File: src/rtl/ram_pkg.sv
// ram_pkg: occupancy-grid index widths and types shared by the map RAM path
package ram_pkg;
  localparam int WIDTH_INDEX_WIDTH = 5;
  localparam int HEIGHT_INDEX_WIDTH = 4;
  typedef logic [WIDTH_INDEX_WIDTH-1:0] width_index_t;
  typedef logic [HEIGHT_INDEX_WIDTH-1:0] height_index_t;
endpackage

File: src/rtl/bresenham_pkg.sv
// bresenham_pkg: error/step types and walker states for the ray walker
package bresenham_pkg;
  localparam int ERR_W = (ram_pkg::WIDTH_INDEX_WIDTH > ram_pkg::HEIGHT_INDEX_WIDTH ?
                          ram_pkg::WIDTH_INDEX_WIDTH : ram_pkg::HEIGHT_INDEX_WIDTH) + 2;
  typedef logic signed [ERR_W-1:0] err_t;
  typedef logic signed [1:0] step_t;
  typedef enum logic [1:0] {IDLE, SETUP, WALK} walker_state_t;
endpackage

File: src/rtl/bresenham_ray_walker_if.sv
// bresenham_ray_walker_if: ray request and cell stream handshakes
interface bresenham_ray_walker_if #(
  parameter int X_W = ram_pkg::WIDTH_INDEX_WIDTH,
  parameter int Y_W = ram_pkg::HEIGHT_INDEX_WIDTH
);
  logic ray_valid, ray_ready, cell_valid, cell_ready, cell_last, busy;
  logic [X_W-1:0] start_x, end_x, cell_x;
  logic [Y_W-1:0] start_y, end_y, cell_y;
  modport master(output ray_valid, start_x, start_y, end_x, end_y, cell_ready,
                 input ray_ready, cell_valid, cell_x, cell_y, cell_last, busy);
  modport slave(input ray_valid, start_x, start_y, end_x, end_y, cell_ready,
                output ray_ready, cell_valid, cell_x, cell_y, cell_last, busy);
endinterface

File: src/rtl/bresenham_setup.sv
// bresenham_setup: per-ray deltas, step directions and initial error
module bresenham_setup
  import bresenham_pkg::*;
#(
  parameter int X_W = ram_pkg::WIDTH_INDEX_WIDTH,
  parameter int Y_W = ram_pkg::HEIGHT_INDEX_WIDTH
) (
  input  logic [X_W-1:0] start_x,
  input  logic [Y_W-1:0] start_y,
  input  logic [X_W-1:0] end_x,
  input  logic [Y_W-1:0] end_y,
  output err_t           dx,
  output err_t           dy,
  output err_t           err0,
  output step_t          sx,
  output step_t          sy
);
  err_t x0, x1, y0, y1;
  assign x0 = err_t'(start_x);
  assign x1 = err_t'(end_x);
  assign y0 = err_t'(start_y);
  assign y1 = err_t'(end_y);
  assign dx = end_x > start_x ? x1 - x0 : x0 - x1;
  assign dy = end_y > start_y ? y0 - y1 : y1 - y0;
  assign sx = end_x > start_x ? 2'sb01 : 2'sb11;
  assign sy = end_y > start_y ? 2'sb01 : 2'sb11;
  assign err0 = dx + dy;
endmodule

File: src/rtl/bresenham_ray_walker.sv
// bresenham_ray_walker: all-octant Bresenham walker streaming one cell per beat
module bresenham_ray_walker
  import bresenham_pkg::*;
#(
  parameter int X_W = ram_pkg::WIDTH_INDEX_WIDTH,
  parameter int Y_W = ram_pkg::HEIGHT_INDEX_WIDTH,
  parameter bit EMIT_ENDPOINT = 1'b1
) (
  input logic clock,
  input logic reset,
  bresenham_ray_walker_if.slave rw
);
  walker_state_t state, state_n;
  logic [X_W-1:0] st_x, en_x, cur_x, nx;
  logic [Y_W-1:0] st_y, en_y, cur_y, ny;
  err_t dx, dy, err0, dx_r, dy_r, err, err_n;
  step_t sx, sy, sx_r, sy_r;
  logic signed [ERR_W:0] e2, dxw, dyw;
  logic step_x, step_y, fire, last, degenerate;
  bresenham_setup #(.X_W(X_W), .Y_W(Y_W)) u_setup (
    .start_x(st_x), .start_y(st_y), .end_x(en_x), .end_y(en_y),
    .dx(dx), .dy(dy), .err0(err0), .sx(sx), .sy(sy)
  );
  assign e2 = {err, 1'b0};
  assign dxw = {dx_r[ERR_W-1], dx_r};
  assign dyw = {dy_r[ERR_W-1], dy_r};
  assign step_x = e2 >= dyw;
  assign step_y = e2 <= dxw;
  assign nx = step_x ? cur_x + X_W'(sx_r) : cur_x;
  assign ny = step_y ? cur_y + Y_W'(sy_r) : cur_y;
  assign err_n = err + (step_x ? dy_r : err_t'(0)) + (step_y ? dx_r : err_t'(0));
  // Without the endpoint, the final beat is the one whose successor would be the endpoint
  assign last = EMIT_ENDPOINT ? (cur_x == en_x && cur_y == en_y) : (nx == en_x && ny == en_y);
  assign degenerate = st_x == en_x && st_y == en_y;
  assign fire = state == WALK && rw.cell_ready;
  always_comb begin
    state_n = state == IDLE  ? (rw.ray_valid ? SETUP : IDLE) :
              state == SETUP ? (!EMIT_ENDPOINT && degenerate ? IDLE : WALK) :
                               (fire && last ? IDLE : WALK);
  end
  assign rw.ray_ready = state == IDLE;
  assign rw.busy = state != IDLE;
  assign rw.cell_valid = state == WALK;
  assign rw.cell_last = state == WALK && last;
  assign rw.cell_x = cur_x;
  assign rw.cell_y = cur_y;
  always_ff @(posedge clock) begin
    if (reset) begin
      state <= IDLE;
      {st_x, st_y, en_x, en_y, cur_x, cur_y} <= '0;
      {dx_r, dy_r, err, sx_r, sy_r} <= '0;
    end else begin
      state <= state_n;
      if (state == IDLE && rw.ray_valid) begin
        st_x <= rw.start_x;
        st_y <= rw.start_y;
        en_x <= rw.end_x;
        en_y <= rw.end_y;
      end
      if (state == SETUP) begin
        cur_x <= st_x;
        cur_y <= st_y;
        err <= err0;
        dx_r <= dx;
        dy_r <= dy;
        sx_r <= sx;
        sy_r <= sy;
      end
      if (fire && !last) begin
        cur_x <= nx;
        cur_y <= ny;
        err <= err_n;
      end
    end
  end
endmodule

File: src/flat_wrapper.sv
// flat-port wrapper written by rule: the top's interface ports become plain ports
module bresenham_ray_walker_flat import bresenham_pkg::*;
#(
  parameter int X_W = ram_pkg::WIDTH_INDEX_WIDTH,
  parameter int Y_W = ram_pkg::HEIGHT_INDEX_WIDTH,
  parameter bit EMIT_ENDPOINT = 1'b1
)
  (clock, reset, rw_ray_valid, rw_start_x, rw_start_y, rw_end_x, rw_end_y, rw_cell_ready, rw_ray_ready, rw_cell_valid, rw_cell_x, rw_cell_y, rw_cell_last, rw_busy);
  bresenham_ray_walker_if #(.X_W(X_W), .Y_W(Y_W)) rw_i ();
  input logic clock;
  input logic reset;
  input wire logic [$bits(rw_i.ray_valid)-1:0] rw_ray_valid;
  input wire logic [$bits(rw_i.start_x)-1:0] rw_start_x;
  input wire logic [$bits(rw_i.start_y)-1:0] rw_start_y;
  input wire logic [$bits(rw_i.end_x)-1:0] rw_end_x;
  input wire logic [$bits(rw_i.end_y)-1:0] rw_end_y;
  input wire logic [$bits(rw_i.cell_ready)-1:0] rw_cell_ready;
  output wire logic [$bits(rw_i.ray_ready)-1:0] rw_ray_ready;
  output wire logic [$bits(rw_i.cell_valid)-1:0] rw_cell_valid;
  output wire logic [$bits(rw_i.cell_x)-1:0] rw_cell_x;
  output wire logic [$bits(rw_i.cell_y)-1:0] rw_cell_y;
  output wire logic [$bits(rw_i.cell_last)-1:0] rw_cell_last;
  output wire logic [$bits(rw_i.busy)-1:0] rw_busy;
  assign rw_i.ray_valid = rw_ray_valid;
  assign rw_i.start_x = rw_start_x;
  assign rw_i.start_y = rw_start_y;
  assign rw_i.end_x = rw_end_x;
  assign rw_i.end_y = rw_end_y;
  assign rw_i.cell_ready = rw_cell_ready;
  assign rw_ray_ready = rw_i.ray_ready;
  assign rw_cell_valid = rw_i.cell_valid;
  assign rw_cell_x = rw_i.cell_x;
  assign rw_cell_y = rw_i.cell_y;
  assign rw_cell_last = rw_i.cell_last;
  assign rw_busy = rw_i.busy;
  bresenham_ray_walker #(.X_W(X_W), .Y_W(Y_W), .EMIT_ENDPOINT(EMIT_ENDPOINT)) u_core (.clock(clock), .reset(reset), .rw(rw_i));
endmodule
File: config.mk
export PLATFORM = sky130hd
export DESIGN_NAME = bresenham_ray_walker_flat
export DESIGN_NICKNAME = d
export VERILOG_FILES = /design/src/rtl/ram_pkg.sv /design/src/rtl/bresenham_pkg.sv /design/src/rtl/bresenham_ray_walker_if.sv /design/src/rtl/bresenham_setup.sv /design/src/rtl/bresenham_ray_walker.sv /design/src/flat_wrapper.sv
export SDC_FILE = /design/constraint.sdc
export NUM_CORES = 1
export LEC_CHECK = 0
export CAP_MARGIN = 5
export CORE_UTILIZATION = 53
export DETAILED_ROUTE_END_ITERATION = 10
export PLACE_DENSITY = 0.77
export SYNTH_ARGS = -nofsm -noshare
export SYNTH_HDL_FRONTEND = slang
export SYNTH_SLANG_ARGS = --single-unit
export TNS_END_PERCENT = 20
File: constraint.sdc
create_clock -name clock -period 3.2 [get_ports clock]
set_clock_uncertainty 0.15 [all_clocks]
set_input_delay 0.32 -clock clock [delete_from_list [all_inputs] [get_ports clock]]
set_output_delay 0.32 -clock clock [all_outputs]
set_load 0.005 [all_outputs]
=== Word level (Yosys, flattened, before mapping) ===
Cells that the tools add are included.

* Add/sub/neg operators: 9
* Multiply operators: 0
* Div/mod/pow operators: 0
* $lt $le $gt $ge: 4
* Equal/unequal tests: 6
* Shifts and indexed selects: 0
* Muxes and demuxes: 18
* Bitwise gates (word level): 0
* Reductions and logical operators: 12

{| class="wikitable"
|+ Operators with widths
! cell !! count
|-
| $mux W7 || 6
|-
| $add A7 B7 Y7 || 3
|-
| $mux W5 || 3
|-
| $mux W4 || 3
|-
| $sub A5 B5 Y6 || 2
|-
| $mux W2 || 5
|-
| $sub A4 B4 Y5 || 2
|-
| $ge A8 B7 Y1 || 1
|-
| $le A8 B7 Y1 || 1
|-
| $logic_and A1 B1 Y1 || 6
|-
| $add A5 B5 Y5 || 1
|-
| $eq A5 B5 Y1 || 1
|-
| $gt A5 B5 Y1 || 1
|-
| $add A4 B4 Y4 || 1
|-
| $eq A4 B4 Y1 || 1
|-
| $gt A4 B4 Y1 || 1
|-
| $ne A2 B1 Y1 const B || 2
|-
| $reduce_and A2 Y1 || 2
|-
| $reduce_bool A2 Y1 || 2
|-
| $eq A2 B1 Y1 const B || 1
|-
| $eq A2 B2 Y1 const B || 1
|-
| $logic_not A2 Y1 || 1
|-
| $logic_not A1 Y1 || 1
|-
| $mux W1 || 1
|}

* Register bits after elaboration: 54
* Bits in latches: 0
* Bits in writable memories: 0
* Bits in read-only memories: 0
* Input port bits: 22
* Output and inout port bits: 13
* Word-level logic and storage cells: 61
* Memories kept: 0

=== Longest topological paths before layout ===
* Word-level depth: 6
* Depth in mapped cells: 18
* Mapped depth without buffers: 18

=== By module ===
From an unflattened synthesis, not the netlist that was laid out.

* Cells, all modules: 519
* Area, all modules: 4334.2 µm²

{| class="wikitable"
|+ By module, submodules not included
! module !! instances !! cells each !! area each (µm²)
|-
| bresenham_ray_walker || 1 || 396 || 3337.0
|-
| bresenham_setup || 1 || 123 || 997.2
|}

=== Worst setup path before layout ===
No wires, ideal clock.

* Path type: register to register
* Start: register u_core.dx_r[5]
* End: register u_core.err[5]
* Library setup time: 0.138 ns
* Data arrival time: 3.158 ns
* Required time: 2.912 ns
* Setup slack: -0.246 ns
* Cell stages (with the launch flop): 18
* Clock period less this slack: 3.446 ns
* Cell sequence: dfxtp_1 > inv_1 > ha_1 > a21o_1 > a2111oi_0 > a221o_2 > nand2_1 > fa_1 > inv_1 > ha_1 > inv_1 > fa_1 > inv_1 > a21o_1 > a21oi_1 > xnor2_1 > o21ai_0 > a21oi_1

* Word-level cells in the longest chain between the ends: 4

{| class="wikitable"
|+ Ends and longest elaborated chain
! element !! RTL line !! RTL
|-
| start: declaration || bresenham_ray_walker.sv:16 || <nowiki>err_t dx, dy, err0, dx_r, dy_r, err, err_n;</nowiki>
|-
| start signal: assignment || bresenham_ray_walker.sv:51 || <nowiki>{dx_r, dy_r, err, sx_r, sy_r} <= '0;</nowiki>
|-
| start signal: assignment || bresenham_ray_walker.sv:64 || <nowiki>dx_r <= dx;</nowiki>
|-
| $le A8 B7 Y1 || bresenham_ray_walker.sv:28 || <nowiki>assign step_y = e2 <= dxw;</nowiki>
|-
| $mux W7 * || bresenham_ray_walker.sv:31 || <nowiki>assign err_n = err + (step_x ? dy_r : err_t'(0)) + (step_y ? dx_r : err_t'(0));</nowiki>
|-
| $add A7 B7 Y7 * || bresenham_ray_walker.sv:31 ||
|-
| $mux W7 * || bresenham_ray_walker.sv:69 || <nowiki>if (fire && !last) begin</nowiki>
|-
| end signal: assignment || bresenham_ray_walker.sv:63 || <nowiki>err <= err0;</nowiki>
|-
| end signal: assignment || bresenham_ray_walker.sv:72 || <nowiki>err <= err_n;</nowiki>
|-
| end: declaration || bresenham_ray_walker.sv:16 ||
|}

Mark *: on every way between the ends. The rest lies on a longest branch, timed or not.
A chain may end at the register's enable or synchronous reset.

=== Final worst setup path ===
Ends and elaborated chain as after synthesis.

==> flow_summary.yaml <==
synthesis:
  async_reset_ff_share_pct: 0
  synth_xor_area_share_pct: 5.94
  synthMuxAreaShare_pct: 3.06
  syn-cell-area_um2: 4130
  avgSynthCellArea_um2: 8.15
  synth_flop_cell: "dfxtp_1"
  ys_seq_area_share_pct: 24.2
  syn_nets: 594
  synthAdderAreaFrac_pct: 22.2
  synth_edf_count: 0
  ys.warnings.count: 0
  synth_seq_cells: 50
  synthCells: 507
  synth-simple-area-share_pct: 15.7
  synth_compound_area_share_pct: 20.8
  synth_top_family_by_area: "adder cells"
  synth_cell_type_count: 60
timing:
  slew_violations: 0
  relSlewSlack_pct: 42.5
  hold_violations: 0
  max_freq_mhz: 291
  setup-tns-final_ps: -848
  rsz0062_at_grt: "true"
  finalCritPeriodShare_pct: 107
  fin_ws_ps: -233
  setup-violations-final: 5
  whs_ps: 304
  fin_crit_ps: 3430
  worstMarginPinSlew_ps: 862
grt:
  grt.total_usage_pct: 26.1
  grt_overflow: 0
  antenna_found_initial: 0
  grt_max_degree: 28
  grt_pass1_vias: 3765
  grt_pass1_wl_mm: 17.2
outcome:
  status: "complete, but fails checks"
  violations: "negative setup slack"
worst_setup_path:
  critPathMaxStageDelay_ps: 430
  required_ps: 3220
  cp-end-kind: "register"
  startpoint_type: "register"
  crit_start: "u_core.dx_r[5]"
  path_cells: "inv_4 > ha_4 > a21o_1 > a2111oi_4 > a221o_2 > nand2_2 > fa_1 > inv_1 > ha_2 > inv_2 > fa_2 > inv_1 > a21o_1 > a21oi_2 > xnor2_1 > o21ai_1 > a21oi_1"
  criticalPathCategory: "register to register"
  worstPathArrival_ps: 3450
  cp_num_buf_inv: 4
  worstPathMaxFanout: 7
  regToRegSetupSlack_ps: -230
  worst_r2r_startpoint: "u_core.dx_r[5]"
  cp_top_family: "adder cells"
  cp_slowest_cell: "fa_1"
power_and_ir_drop:
  pwr-share-clk_pct: 15.3
  ir_drop_mv: 0.259
  p_leak_nw: 2.34
  power.share.switching_pct: 39.2
  p_int_w: 0.00162
  finalPower_w: 0.00267
  combPwrFrac_pct: 56.8
  switchingPower_w: 0.00105
  pwr-share-seq_pct: 27.9
  power_density_nw_per_um2: 505
routing:
  wl_per_cell_um: 14.6
  ant_nets: 0
  avgViaCountPerCell: 5.43
  num_vias: 3814
  drc: 0
  drtPass1Iterations: 4
  drt_first_iter_violations: 171
  finalWirelength_mm: 10.3
job:
  maxCapViolCount: 0
clock_tree:
  clock_path_buffers: 2
  clk_pin_slew_ps: 110
  cts_buffers: 5
  cts.sinks: 50
  clkLatencyLatePin_ps: 310
  root_buffer: "clkbuf_8"
  cts_tree: "done"
  h-tree-depth: 2
placed_design:
  dp_cells: 694
  gp_congestion: 0.866
  hpwl_mm: 8.24
  placement.io_buffers: 34
layout:
  syn_to_final_growth_pct: 28.0
  fin_util_pct: 71.3
  final_cell_count_no_fill: 703
  num_antenna_cells: 0
  layout.nets: 690
  drive_gt1_share_pct: 20.9
die:
  core_area_um2: 7410
  die_x_um: 90.3
  die_y_um: 90.3
  initial_utilization_pct: 55.8
  ios: 35
  rows: 31
  dieArea_um2: 8150
hold_path:
  hold_start: "reset"
  min_path_type: "input port to register"
-- power groups by stage --
stage	sequential [W]	clock, W	combinational, W
after floorplan	0.000746	0	0.000927
after global placement	0.000752	0	0.00138
after CTS	0.000743	0.000411	0.00148
after detailed placement	0.000755	0	0.00144
after global routing	0.000752	0.000444	0.00166
final	0.000744	0.000408	0.00151
-- per-layer routing --
layer | share of wire (%) | global-route usage, % | wire [µm] | vias to the layer above
met5 | 0 | 0 | 0 | -
met4 | 1.6 | 6.99 | 165 | 0
met3 | 3.5 | 2.36 | 362 | 15
met2 | 50 | 47.6 | 5130 | 96
met1 | 45 | 32.8 | 4640 | 1788
li1 | - | - | - | 1915
-- registers in the layout (all words and copies together) (netlist names), 4 cells and up --
name / count
u_core.err: 7
u_core.rw.cell_x: 5
u_core.dx_r: 6
u_core.en_x: 5
u_core.rw.cell_y: 4
u_core.st_y: 4
u_core.dy_r: 5
u_core.st_x: 5
u_core.en_y: 4
-- final cells by class --
type                    instances  area (µm²)
inverters                      63         239
fillers                       564        2120
flip-flops and latches         50        1010
repair buffers                108         891
clock buffers                   6        82.6
multi-input cells             375        2930
well taps                      99         124
clock inverters                 2        16.3
-- worst paths after layout --
check | to | cells after the start
max | u_core.err[5] | 17
min | u_core.state[1] | 2
max reg2reg | u_core.err[5] | 17
min reg2reg | u_core.st_y[2] | 2
-- logic make-up after synthesis --
logic type / after synthesis
mux: 12
buf+inv: 82
flops: 50
fa+ha+maj: 65
xor+xnor: 28
compound gates: 126
simple gates: 144
-- layout by cell type (no fill, tap or decap), types with 2 or more instances in the layout --
master / count
nor3_1: 2
clkbuf_8: 6
xnor2_1: 23
mux2_4: 2
o21ai_1: 3
nand2_1: 62
clkdlybuf4s50_1: 33
o211ai_1: 4
and3_1: 2
nand2b_1: 7
a21oi_1: 49
dfxtp_2: 5
ha_1: 45
or2_2: 2
fa_1: 11
a211oi_1: 5
buf_4: 74
ha_4: 5
and2_1: 5
nand2_2: 2
nand3_1: 5
nand4_1: 5
o21ai_0: 6
a21o_1: 14
a21oi_2: 6
mux2i_1: 9
a221oi_1: 5
o21a_1: 6
fa_2: 3
xor2_1: 5
a311oi_1: 3
nor2b_1: 5
dfxtp_1: 45
a22oi_1: 2
inv_1: 61
nor2_1: 38
a211o_1: 2
-- stage by stage --
step | setup slack (ps) | area, µm²
after detailed placement | -287 | 5130
after global routing | -398 | 5290
after CTS | -216 | 5260
final | -233 | 5290
after global placement | -142 | 5130
after floorplan | -24.0 | 4210
-- cell usage after synthesis (2+ instances only) --
cell type | number | area share, %
nand4_1 | 5 | 0.76
o21ai_0 | 9 | 1.1
a2111oi_0 | 2 | 0.42
xnor2_1 | 23 | 4.9
nor2_1 | 38 | 3.5
mux2i_1 | 10 | 2.4
and2_1 | 6 | 0.91
buf_1 | 3 | 0.27
buf_6 | 2 | 0.55
a21o_1 | 14 | 2.5
xor2_1 | 5 | 1.1
and3_1 | 2 | 0.30
a211oi_1 | 6 | 1.1
a221oi_1 | 5 | 1.1
o211ai_1 | 4 | 0.73
nand2_1 | 64 | 5.8
clkbuf_1 | 12 | 1.1
a211o_1 | 2 | 0.42
nand3_1 | 5 | 0.61
a21oi_2 | 2 | 0.42
dfxtp_1 | 50 | 24
nor3_1 | 2 | 0.24
a311oi_1 | 3 | 0.64
fa_1 | 14 | 6.8
nor2b_1 | 6 | 0.91
a21oi_1 | 53 | 6.4
or2_2 | 2 | 0.30
ha_1 | 51 | 15
a22oi_1 | 2 | 0.36
o21a_1 | 7 | 1.3
inv_1 | 63 | 5.7
nand2b_1 | 7 | 1.1
-- timing repair --
action | in CTS | in global routing
setup buffers | 1 | 0
gates resized for setup | 9 | 6
hold buffers | 0 | 0
pin swaps | 1 | 3
endpoints found under the setup margin | 5 | 5
Note: power is estimated with default switching activity, not from simulation.
